$ cat src/rtl/ds18b20_responder_pkg.sv
// Shared definitions for the DS18B20 1-Wire responder: command bytes, slot timing,
// FSM states and the scratchpad byte map.
package ds18b20_responder_pkg;

  localparam logic [7:0] CMD_SKIP_ROM = 8'hCC;
  localparam logic [7:0] CMD_CONVERT  = 8'h44;
  localparam logic [7:0] CMD_READ_SCR = 8'hBE;

  localparam int RST_US       = 480;
  localparam int PRES_WAIT_US = 30;
  localparam int PRES_US      = 120;
  localparam int SLOT_US      = 30;

  typedef enum logic [2:0] {
    IDLE,
    RST_WAIT,
    PRES_WAIT,
    PRES_DRV,
    ROM_CMD,
    FUNC_CMD,
    CONVERT,
    TX_SCR
  } dsState_e;

  // Byte 8 carries the CRC; indices past the scratchpad read as a released bus.
  function automatic logic [7:0] scratchByte(input logic [3:0] idx,
                                             input logic [11:0] temp,
                                             input logic [7:0] crc);
    logic [7:0] b;
    case (idx)
      4'd0:    b = temp[7:0];
      4'd1:    b = {{4{temp[11]}}, temp[11:8]};
      4'd2:    b = 8'h4B;
      4'd3:    b = 8'h46;
      4'd4:    b = 8'h7F;
      4'd5:    b = 8'hFF;
      4'd6:    b = 8'h0C;
      4'd7:    b = 8'h10;
      4'd8:    b = crc;
      default: b = 8'hFF;
    endcase
    return b;
  endfunction

endpackage

$ cat src/rtl/ds18b20_responder_crc8.sv
// Bit-serial Dallas CRC-8 (x^8+x^5+x^4+1, reflected, init 0x00).
// Only compiled when DS_CRC_EN is defined.
`ifdef DS_CRC_EN
module onewire_crc8 (
  input  logic       clk,
  input  logic       rst,
  input  logic       clear,
  input  logic       enable,
  input  logic       data_in,
  output logic [7:0] crc_out
);

  logic [7:0] crc_q, crc_d;
  logic       fb;

  always_comb begin
    fb    = crc_q[0] ^ data_in;
    crc_d = crc_q;
    if (clear)
      crc_d = 8'h00;
    else if (enable)
      crc_d = {1'b0, crc_q[7:1]} ^ (fb ? 8'h8C : 8'h00);
  end

  always_ff @(posedge clk or negedge rst) begin
    if (!rst) crc_q <= 8'h00;
    else      crc_q <= crc_d;
  end

  assign crc_out = crc_q;

endmodule
`endif

$ cat src/rtl/ds18b20_responder.sv
// DS18B20 emulator on a 1-Wire bus: presence, Skip ROM, Convert T, Read Scratchpad.
// Define DS_CRC_EN to send a real CRC-8 in scratchpad byte 8 (0x00 otherwise).
module ds18b20_responder
  import ds18b20_responder_pkg::*;
#(
  parameter int CLK_PER_US = 1,
  parameter int CONV_US    = 750000
) (
  input  logic        clk,
  input  logic        rst,
  input  logic        dq_in,
  output logic        dq_oe,
  input  logic [11:0] temp_in,
  output logic        busy,
  output logic [7:0]  cmd_code,
  output logic        cmd_err
);

  logic        dqMeta_q, dqSync_q, dqPrev_q;
  logic [15:0] psc_q;
  logic [9:0]  lowCnt_q;
  logic        tick, fallEdge, riseEdge, slotFall;

  dsState_e    state_q, state_d;
  logic [7:0]  tmr_q, tmr_d;
  logic        sampPend_q, sampPend_d;
  logic        dq_oe_q, dq_oe_d;
  logic [7:0]  rx_q, rx_d, rxByte;
  logic [2:0]  bitCnt_q, bitCnt_d;
  logic [6:0]  txIdx_q, txIdx_d;
  logic [11:0] temp_q, temp_d;
  logic        busy_q, busy_d;
  logic [31:0] convCnt_q, convCnt_d;
  logic [7:0]  cmd_code_q, cmd_code_d;
  logic        cmd_err_q, cmd_err_d;
  logic [7:0]  txByte, crcVal;
  logic        txBit, crcClr, crcEn, crcBit;

  assign tick     = (psc_q == 16'(CLK_PER_US - 1));
  assign fallEdge = dqPrev_q & ~dqSync_q;
  assign riseEdge = ~dqPrev_q & dqSync_q;
  assign slotFall = fallEdge & ~dq_oe_q;

  // The low-time counter ignores lows we cause ourselves, so presence and read-0 drives never look like a reset.
  always_ff @(posedge clk or negedge rst) begin
    if (!rst) begin
      dqMeta_q <= 1'b1;
      dqSync_q <= 1'b1;
      dqPrev_q <= 1'b1;
      psc_q    <= '0;
      lowCnt_q <= '0;
    end else begin
      dqMeta_q <= dq_in;
      dqSync_q <= dqMeta_q;
      dqPrev_q <= dqSync_q;
      psc_q    <= tick ? 16'd0 : psc_q + 16'd1;
      if (dq_oe_q || dqSync_q)
        lowCnt_q <= '0;
      else if (tick && lowCnt_q != 10'(RST_US))
        lowCnt_q <= lowCnt_q + 10'd1;
    end
  end

  always_comb begin
    state_d    = state_q;
    tmr_d      = tmr_q;
    sampPend_d = sampPend_q;
    dq_oe_d    = dq_oe_q;
    rx_d       = rx_q;
    bitCnt_d   = bitCnt_q;
    txIdx_d    = txIdx_q;
    temp_d     = temp_q;
    busy_d     = busy_q;
    convCnt_d  = convCnt_q;
    cmd_code_d = cmd_code_q;
    cmd_err_d  = 1'b0;
    crcClr     = 1'b0;
    crcEn      = 1'b0;
    crcBit     = 1'b0;
    rxByte     = {dqSync_q, rx_q[7:1]};
    txByte     = scratchByte(txIdx_q[6:3], temp_q, crcVal);
    txBit      = txByte[txIdx_q[2:0]];

    // Conversion runs independently of the bus state so a reset pulse cannot cancel it.
    if (busy_q && tick) begin
      convCnt_d = convCnt_q - 32'd1;
      if (convCnt_q == 32'd1) busy_d = 1'b0;
    end

    if (dq_oe_q && state_q != PRES_DRV && tick) begin
      if (tmr_q == 8'(SLOT_US - 1)) begin
        dq_oe_d = 1'b0;
        tmr_d   = '0;
      end else begin
        tmr_d = tmr_q + 8'd1;
      end
    end

    case (state_q)
      RST_WAIT:
        if (riseEdge) begin
          state_d = PRES_WAIT;
          tmr_d   = '0;
        end
      PRES_WAIT:
        if (tick) begin
          if (tmr_q == 8'(PRES_WAIT_US - 1)) begin
            state_d = PRES_DRV;
            tmr_d   = '0;
            dq_oe_d = 1'b1;
          end else begin
            tmr_d = tmr_q + 8'd1;
          end
        end
      PRES_DRV:
        if (tick) begin
          if (tmr_q == 8'(PRES_US - 1)) begin
            state_d  = ROM_CMD;
            tmr_d    = '0;
            dq_oe_d  = 1'b0;
            bitCnt_d = '0;
          end else begin
            tmr_d = tmr_q + 8'd1;
          end
        end
      ROM_CMD, FUNC_CMD:
        if (sampPend_q) begin
          if (tick) begin
            if (tmr_q == 8'(SLOT_US - 1)) begin
              sampPend_d = 1'b0;
              tmr_d      = '0;
              rx_d       = rxByte;
              bitCnt_d   = bitCnt_q + 3'd1;
              if (bitCnt_q == 3'd7) begin
                cmd_code_d = rxByte;
                if (state_q == ROM_CMD) begin
                  if (rxByte == CMD_SKIP_ROM) begin
                    state_d = FUNC_CMD;
                  end else begin
                    cmd_err_d = 1'b1;
                    state_d   = IDLE;
                  end
                end else if (rxByte == CMD_CONVERT) begin
                  state_d   = CONVERT;
                  busy_d    = 1'b1;
                  convCnt_d = 32'(CONV_US);
                  temp_d    = temp_in;
                end else if (rxByte == CMD_READ_SCR) begin
                  state_d = TX_SCR;
                  txIdx_d = '0;
                  crcClr  = 1'b1;
                end else begin
                  cmd_err_d = 1'b1;
                  state_d   = IDLE;
                end
              end
            end else begin
              tmr_d = tmr_q + 8'd1;
            end
          end
        end else if (slotFall) begin
          sampPend_d = 1'b1;
          tmr_d      = '0;
        end
      CONVERT:
        if (slotFall && busy_q) begin
          dq_oe_d = 1'b1;
          tmr_d   = '0;
        end
      TX_SCR:
        if (slotFall) begin
          if (!txBit) begin
            dq_oe_d = 1'b1;
            tmr_d   = '0;
          end
          crcEn  = (txIdx_q < 7'd64);
          crcBit = txBit;
          if (txIdx_q == 7'd71) state_d = IDLE;
          else                  txIdx_d = txIdx_q + 7'd1;
        end
      default: ;
    endcase

    if (!dqSync_q && lowCnt_q == 10'(RST_US)) begin
      state_d    = RST_WAIT;
      dq_oe_d    = 1'b0;
      sampPend_d = 1'b0;
      tmr_d      = '0;
      bitCnt_d   = '0;
      txIdx_d    = '0;
    end
  end

  always_ff @(posedge clk or negedge rst) begin
    if (!rst) begin
      state_q    <= IDLE;
      tmr_q      <= '0;
      sampPend_q <= 1'b0;
      dq_oe_q    <= 1'b0;
      rx_q       <= '0;
      bitCnt_q   <= '0;
      txIdx_q    <= '0;
      temp_q     <= 12'h550;
      busy_q     <= 1'b0;
      convCnt_q  <= '0;
      cmd_code_q <= 8'h00;
      cmd_err_q  <= 1'b0;
    end else begin
      state_q    <= state_d;
      tmr_q      <= tmr_d;
      sampPend_q <= sampPend_d;
      dq_oe_q    <= dq_oe_d;
      rx_q       <= rx_d;
      bitCnt_q   <= bitCnt_d;
      txIdx_q    <= txIdx_d;
      temp_q     <= temp_d;
      busy_q     <= busy_d;
      convCnt_q  <= convCnt_d;
      cmd_code_q <= cmd_code_d;
      cmd_err_q  <= cmd_err_d;
    end
  end

`ifdef DS_CRC_EN
  onewire_crc8 uCrc (
    .clk     (clk),
    .rst     (rst),
    .clear   (crcClr),
    .enable  (crcEn),
    .data_in (crcBit),
    .crc_out (crcVal)
  );
`else
  logic unusedCrc;
  assign unusedCrc = crcClr ^ crcEn ^ crcBit;
  assign crcVal    = 8'h00;
`endif

  assign dq_oe    = dq_oe_q;
  assign busy     = busy_q;
  assign cmd_code = cmd_code_q;
  assign cmd_err  = cmd_err_q;

endmodule

$ cat config.mk
export PLATFORM = sky130hd
export DESIGN_NAME = ds18b20_responder
export DESIGN_NICKNAME = d
export VERILOG_FILES = /design/src/rtl/ds18b20_responder_pkg.sv /design/src/rtl/ds18b20_responder_crc8.sv /design/src/rtl/ds18b20_responder.sv
export SDC_FILE = /design/constraint.sdc
export NUM_CORES = 1
export LEC_CHECK = 0
export BUFFER_PORTS_ARGS = -buffer_cell sky130_fd_sc_hd__buf_2
export CAP_MARGIN = 40
export CORE_AREA = 4 4 111 113
export DETAILED_ROUTE_END_ITERATION = 10
export DIE_AREA = 0 0 115 117
export PLACE_DENSITY = 0.76
export SKIP_CTS_REPAIR_TIMING = 1
export SYNTH_ARGS = -nofsm -noshare
export SYNTH_HDL_FRONTEND = slang
export SYNTH_SLANG_ARGS = --single-unit
$ cat constraint.sdc
create_clock -name clk -period 2.2 [get_ports clk]
set_clock_uncertainty 0.1 [all_clocks]
set_input_delay 0.22 -clock clk [delete_from_list [all_inputs] [get_ports clk]]
set_output_delay 0.22 -clock clk [all_outputs]
set_load 0.03 [all_outputs]
## Yosys cells after proc, flatten, opt, wreduce, memory -nomap -nowiden

Index checks and enable logic that the tools add are counted.

- Flip-flop bits (word level): 114
- Output and inout port bits: 11

- Reductions and logical operators: 22
- Equal/unequal tests: 40
- Add/sub/neg operators: 6
- Bitwise logic cells: 7
- Mux-type cells: 97
- Magnitude comparators: 1

Operators by type and width:

| cell | number |
|---|---|
| two-way mux 32 bit | 8 |
| two-way mux 8 bit | 12 |
| two-way mux 7 bit | 10 |
| two-way mux 3 bit | 22 |
| one-hot mux 8 bit (8 select lines) | 1 |
| one-hot mux 8 bit (6 select lines) | 1 |
| != test 3 bit, second input constant | 15 |
| two-way mux 1 bit | 35 |
| equality test 32 x 1 -> 1 bit, second input constant | 1 |
| subtractor 32 x 1 -> 32 bit, second input constant | 1 |
| two-way mux 10 bit | 2 |
| adder 16 x 1 -> 16 bit, second input constant | 1 |
| equality test 8 x 7 -> 1 bit, second input constant | 2 |
| equality test 8 bit, second input constant | 2 |
| logical NOT 16 bit | 1 |
| two-way mux 16 bit | 1 |
| equality test 3 bit, second input constant | 5 |
| one-hot mux 3 bit (5 select lines) | 1 |
| one-hot mux 7 bit (2 select lines) | 1 |
| equality test 4 x 3 -> 1 bit, second input constant | 3 |
| AND reduction 12 bit | 1 |
| adder 10 x 1 -> 10 bit, second input constant | 1 |
| equality test 10 x 9 -> 1 bit, second input constant | 1 |
| != test 10 x 9 -> 1 bit, second input constant | 1 |
| 30 further kinds | 44 |

## Depth between registers and ports, before layout

- Depth after elaboration: 10
- Depth in mapped cells: 13
- Depth with buffers taken out: 9

## Worst setup path after synthesis

OpenSTA, ideal clock, no wires.

- Path type: reg2reg
- Start: reg dqSync_q
- End: reg txIdx_q[4]
- Data arrival time: 2.238 ns
- Required time: 2.005 ns
- Path slack: -0.233 ns
- Cell stages (with the launch flop): 10
- Period minus slack after synthesis: 2.433 ns
- Library setup time: 0.095 ns
- Cells stage by stage: dfstp_2 -> buf_2 -> nand2_1 -> or3_1 -> or3_1 -> a21oi_2 -> a31oi_4 -> or2_1 -> buf_6 -> o31ai_1

- Word-level cells in the longest chain between the ends: 5
- Elaborated cells on any way between the ends: 19

RTL lines:

| item | RTL line | text |
|---|---|---|
| start: declaration | ds18b20_responder.sv:19 | `logic dqMeta_q, dqSync_q, dqPrev_q;` |
| start signal: assignment | ds18b20_responder.sv:54 | `dqSync_q <= dqMeta_q;` |
| NOT 1 bit | ds18b20_responder.sv:40 | `assign fallEdge = dqPrev_q & ~dqSync_q;` |
| bitwise AND 1 bit | ds18b20_responder.sv:40 |  |
| bitwise AND 1 bit | ds18b20_responder.sv:42 | `assign slotFall = fallEdge & ~dq_oe_q;` |
| != test 3 bit (no line) | n/a |  |
| AND reduction 10 bit (no line) | n/a |  |
| end signal: assignment | ds18b20_responder.sv:215 | `txIdx_q <= txIdx_d;` |
| end: declaration | ds18b20_responder.sv:30 | `logic [6:0] txIdx_q, txIdx_d;` |

Several ways; a longest one is shown, not always the timed one.
A chain may end at the register's enable or synchronous reset.

## Worst setup path in the final report

- Start: reg psc_q[0]
- End: reg txIdx_q[4]

- Word-level cells in the longest chain between the ends: 3

RTL lines:

| item | RTL line | text |
|---|---|---|
| start: declaration | ds18b20_responder.sv:20 | `logic [15:0] psc_q;` |
| start signal: assignment | ds18b20_responder.sv:56 | `psc_q <= tick ? 16'd0 : psc_q + 16'd1;` |
| logical NOT 16 bit | ds18b20_responder.sv:39 | `assign tick = (psc_q == 16'(CLK_PER_US - 1));` |
| != test 3 bit (no line) | n/a |  |
| AND reduction 10 bit (no line) | n/a |  |

Every way passes these cells.

==> qor.csv <==
stage,metric,value,unit
routing,drt_iter0_drc,579,
place,dp_slack,-0.362,ns
place,gp_congestion,0.905,
logic_synthesis,synth_area_leader_cell,dfrtp_1,
cells_and_area,fillerInstances,708,
cells_and_area,area_growth,39.3,%
logic_synthesis,synth_cell_type_count,64,
worst_setup_path,cp_max_fo,6,
power,leakage,4.10,nW
worst_setup_path,end_kind,flip-flop,
min_path,worstHoldPathType,flip-flop to flip-flop,
floorplanning,rows,39,
timing,fmax,413,MHz
worst_setup_path,path_class,flip-flop to flip-flop,
logic_synthesis,yosysWarnings,0,
logic_synthesis,synth_top_area_share,42.9,%
timing,worst_slew_pin_slew,0.612,ns
clock_tree,cts_tree,built,
timing,maxSlewHeadroom,59.2,%
logic_synthesis,synthesis.instances,675,
logic_synthesis,synth_flop_cell,dfrtp_1,
global_route,antenna_found_initial,0,
clock_tree,clk_latency,0.42,ns
floorplanning,dieArea,13500,µm²
logic_synthesis,seq_area_frac_synth,45.9,%
power,power_density,594,nW/µm²
floorplanning,initial_utilization,54.6,%
clock_tree,cts_buffer_depth,2,
timing,min_period,2.42,ns
place,dp_hpwl,10700,µm
worst_setup_path,cp.required,2.43,ns
cells_and_area,diodes,0,
global_route,grt_usage,24.4,%
status,violations,setup timing,
routing,vias_per_cell,5.83,
timing,setup_ws,-0.224,ns
routing,routed-via-count,5694,
worst_setup_path,arrival,2.66,ns
logic_synthesis,ys_seq_elements,113,
cells_and_area,nets,847,
run,max_cap_violations,0,
clock_tree,clkTransAtPathRegs,0.05,ns
timing,rsz0062_at_grt,true,
floorplanning,die_w,115,µm
timing,setup_viol,83,
timing,drv_slew,0,
global_route,grt_start_max_net_pins,114,
floorplanning,core_area,11300,µm²
logic_synthesis,synth_edf_count,0,
logic_synthesis,synth_area_leaders,"dfrtp_1 43%, nand2_1 5.7%, nor2_1 4.9%",
timing,hold_viol,0,
worst_setup_path,cp-start-kind,flip-flop,
logic_synthesis,ys_async_sr_fraction,100,%
status,status,finished with violations,
routing,drt_wl_total,17700,µm
routing,drc,0,
place,io_buffers,25,
clock_tree,htreeDepth,4,
timing,hold_ws,0.255,ns
routing,routedWlPerCell,18.1,µm
timing,final.period_utilization,110,%
global_route,grt_overflow,0,
power,irDropWorstVdd,743,µV
logic_synthesis,syn_area,6180,µm²
floorplanning,die_h,117,µm
logic_synthesis,syn_avg_cell_area,9.16,µm²
cells_and_area,drive_gt1_share,34.7,%
clock_tree,root_buffer,clkbuf_16,
floorplanning,ioPinCount,26,
clock_tree,cts_sinks,113,
routing,first_pass_iters,5,
clock_tree,numCtsBuffers,17,
global_route,grt_pass1_wl,25700,µm
routing,antenna_left,0,
global_route,grt_pass1_vias,5464,
logic_synthesis,syn_nets,701,
==> cells in the mapped netlist (all sizes together), types with 5 or more instances <==
cell and count:
dfrtp 106, nand2 95, nor2 80, o21ai 41
xnor2 33, nor3 29, xor2 26, a21oi 22
clkbuf 21, nand3 20, nand4 17, mux2 16
buf 13, and3 12, inv 12, ha 11
nor2b 11, a31oi 10, nand2b 9, o31ai 9
nor4 8, and4 7, dfstp 7, or3 5
or4 5
==> per-stage QoR <==
stage / setup TNS [ns] / utilization (%) / power (mW) / area (µm²) / std cells
after floorplan: -1.85 / - / 2.15 / 6270 / 675
after global placement: -6.82 / 63.5 / 2.22 / 7190 / 911
after detailed placement: -11.61 / 63.5 / 2.22 / 7190 / 911
after CTS: -13.16 / 69.1 / 5.13 / 7820 / 943
after global routing: -14.78 / 76.1 / 5.27 / 8610 / 977
final: -8.79 / 76.1 / 5.12 / 8610 / 977
==> worst max-delay path, cell delays in order, from the launching register on <==
cell and delay [ns]:
dfrtp_1 0.38, inv_1 0.07, ha_1 0.15, nor4b_4 0.27, nand4_1 0.23, or3_4 0.39
a21oi_4 0.15, a31oi_4 0.09, or2_4 0.29, o31ai_2 0.21
==> power by group <==
part	internal [mW]	total [mW]	leakage, nW	switching (mW)
clock network	1.92	2.91	0.298	0.997
logic	0.0429	0.107	2.29	0.0645
registers	2.09	2.10	1.51	0.00799
==> flip-flops by register name (all words and copies together) (netlist names), 3 cells and up <==
| signal | flops |
|---|---|
| bitCnt_q | 3 |
| state_q | 3 |
| psc_q | 16 |
| convCnt_q | 32 |
| txIdx_q | 7 |
| rx_q | 7 |
| cmd_code | 8 |
| temp_q | 12 |
| tmr_q | 8 |
| lowCnt_q | 10 |
==> cell families after synthesis <==
kind of cell	after synthesis	share of synthesized area (%)
and+or+nand+nor	316	25.5
xor gates and xnor gates	59	8.36
AOI/OAI and AO/OA	113	11.8
adders and majority gates	11	2.23
DFF	113	45.9
buffers and inverters	46	3.20
muxes	17	3.08
==> cells in the final DEF, fill, tap and decap left out, drive strengths merged, types with 5 or more instances in the layout <==
cell,count
inv,13
nand4,17
buf,143
o31ai,9
xnor2,33
nor2,80
a31oi,10
nor4,8
dfrtp,106
dfstp,7
nand3,20
xor2,26
and4,7
ha,11
clkbuf,22
nor3,29
nand2b,9
nor2b,11
a21oi,22
o21ai,41
or3,5
clkinv,5
nand2,95
or4,5
mux2,16
and3,12
dlygate4sd3,14
==> final cells by class <==
type	instances	area (µm²)	area share, %
clock buffer	18	439	5.10
clock inverter	14	188	2.18
inverter	12	45.0	0.523
multi-input combinational	516	3550	41.3
sequential	113	2840	32.9
tap	143	179	2.08
timing repair buffer	161	1370	15.9
==> path summary, 6_finish.rpt <==
kind                       slack (ns)  cells past startpoint                      to          startpoint
setup / recovery                -0.22                      9  txIdx_q[4]$_DFFE_PN0P_  psc_q[0]$_DFF_PN0_
hold / removal                   0.26                      0      dqSync_q$_DFF_PN1_  dqMeta_q$_DFF_PN1_
setup reg to reg                -0.22                      9  txIdx_q[4]$_DFFE_PN0P_  psc_q[0]$_DFF_PN0_
hold reg to reg                  0.26                      0      dqSync_q$_DFF_PN1_  dqMeta_q$_DFF_PN1_
max in group asynchronous        1.22                      3     psc_q[10]$_DFF_PN0_                 rst
min in group asynchronous        0.31                      3   temp_q[5]$_DFFE_PN0P_                 rst
==> routing by layer <==
layer	track usage [%]	vias to the layer above	share of wire (%)
met2	41.7	183	52
met3	6.63	43	4.5
met4	8.53	0	2.6
li1	-	2663	-
met1	29.8	2805	41
met5	0	-	0
Note: power is estimated with default switching activity, not from simulation.
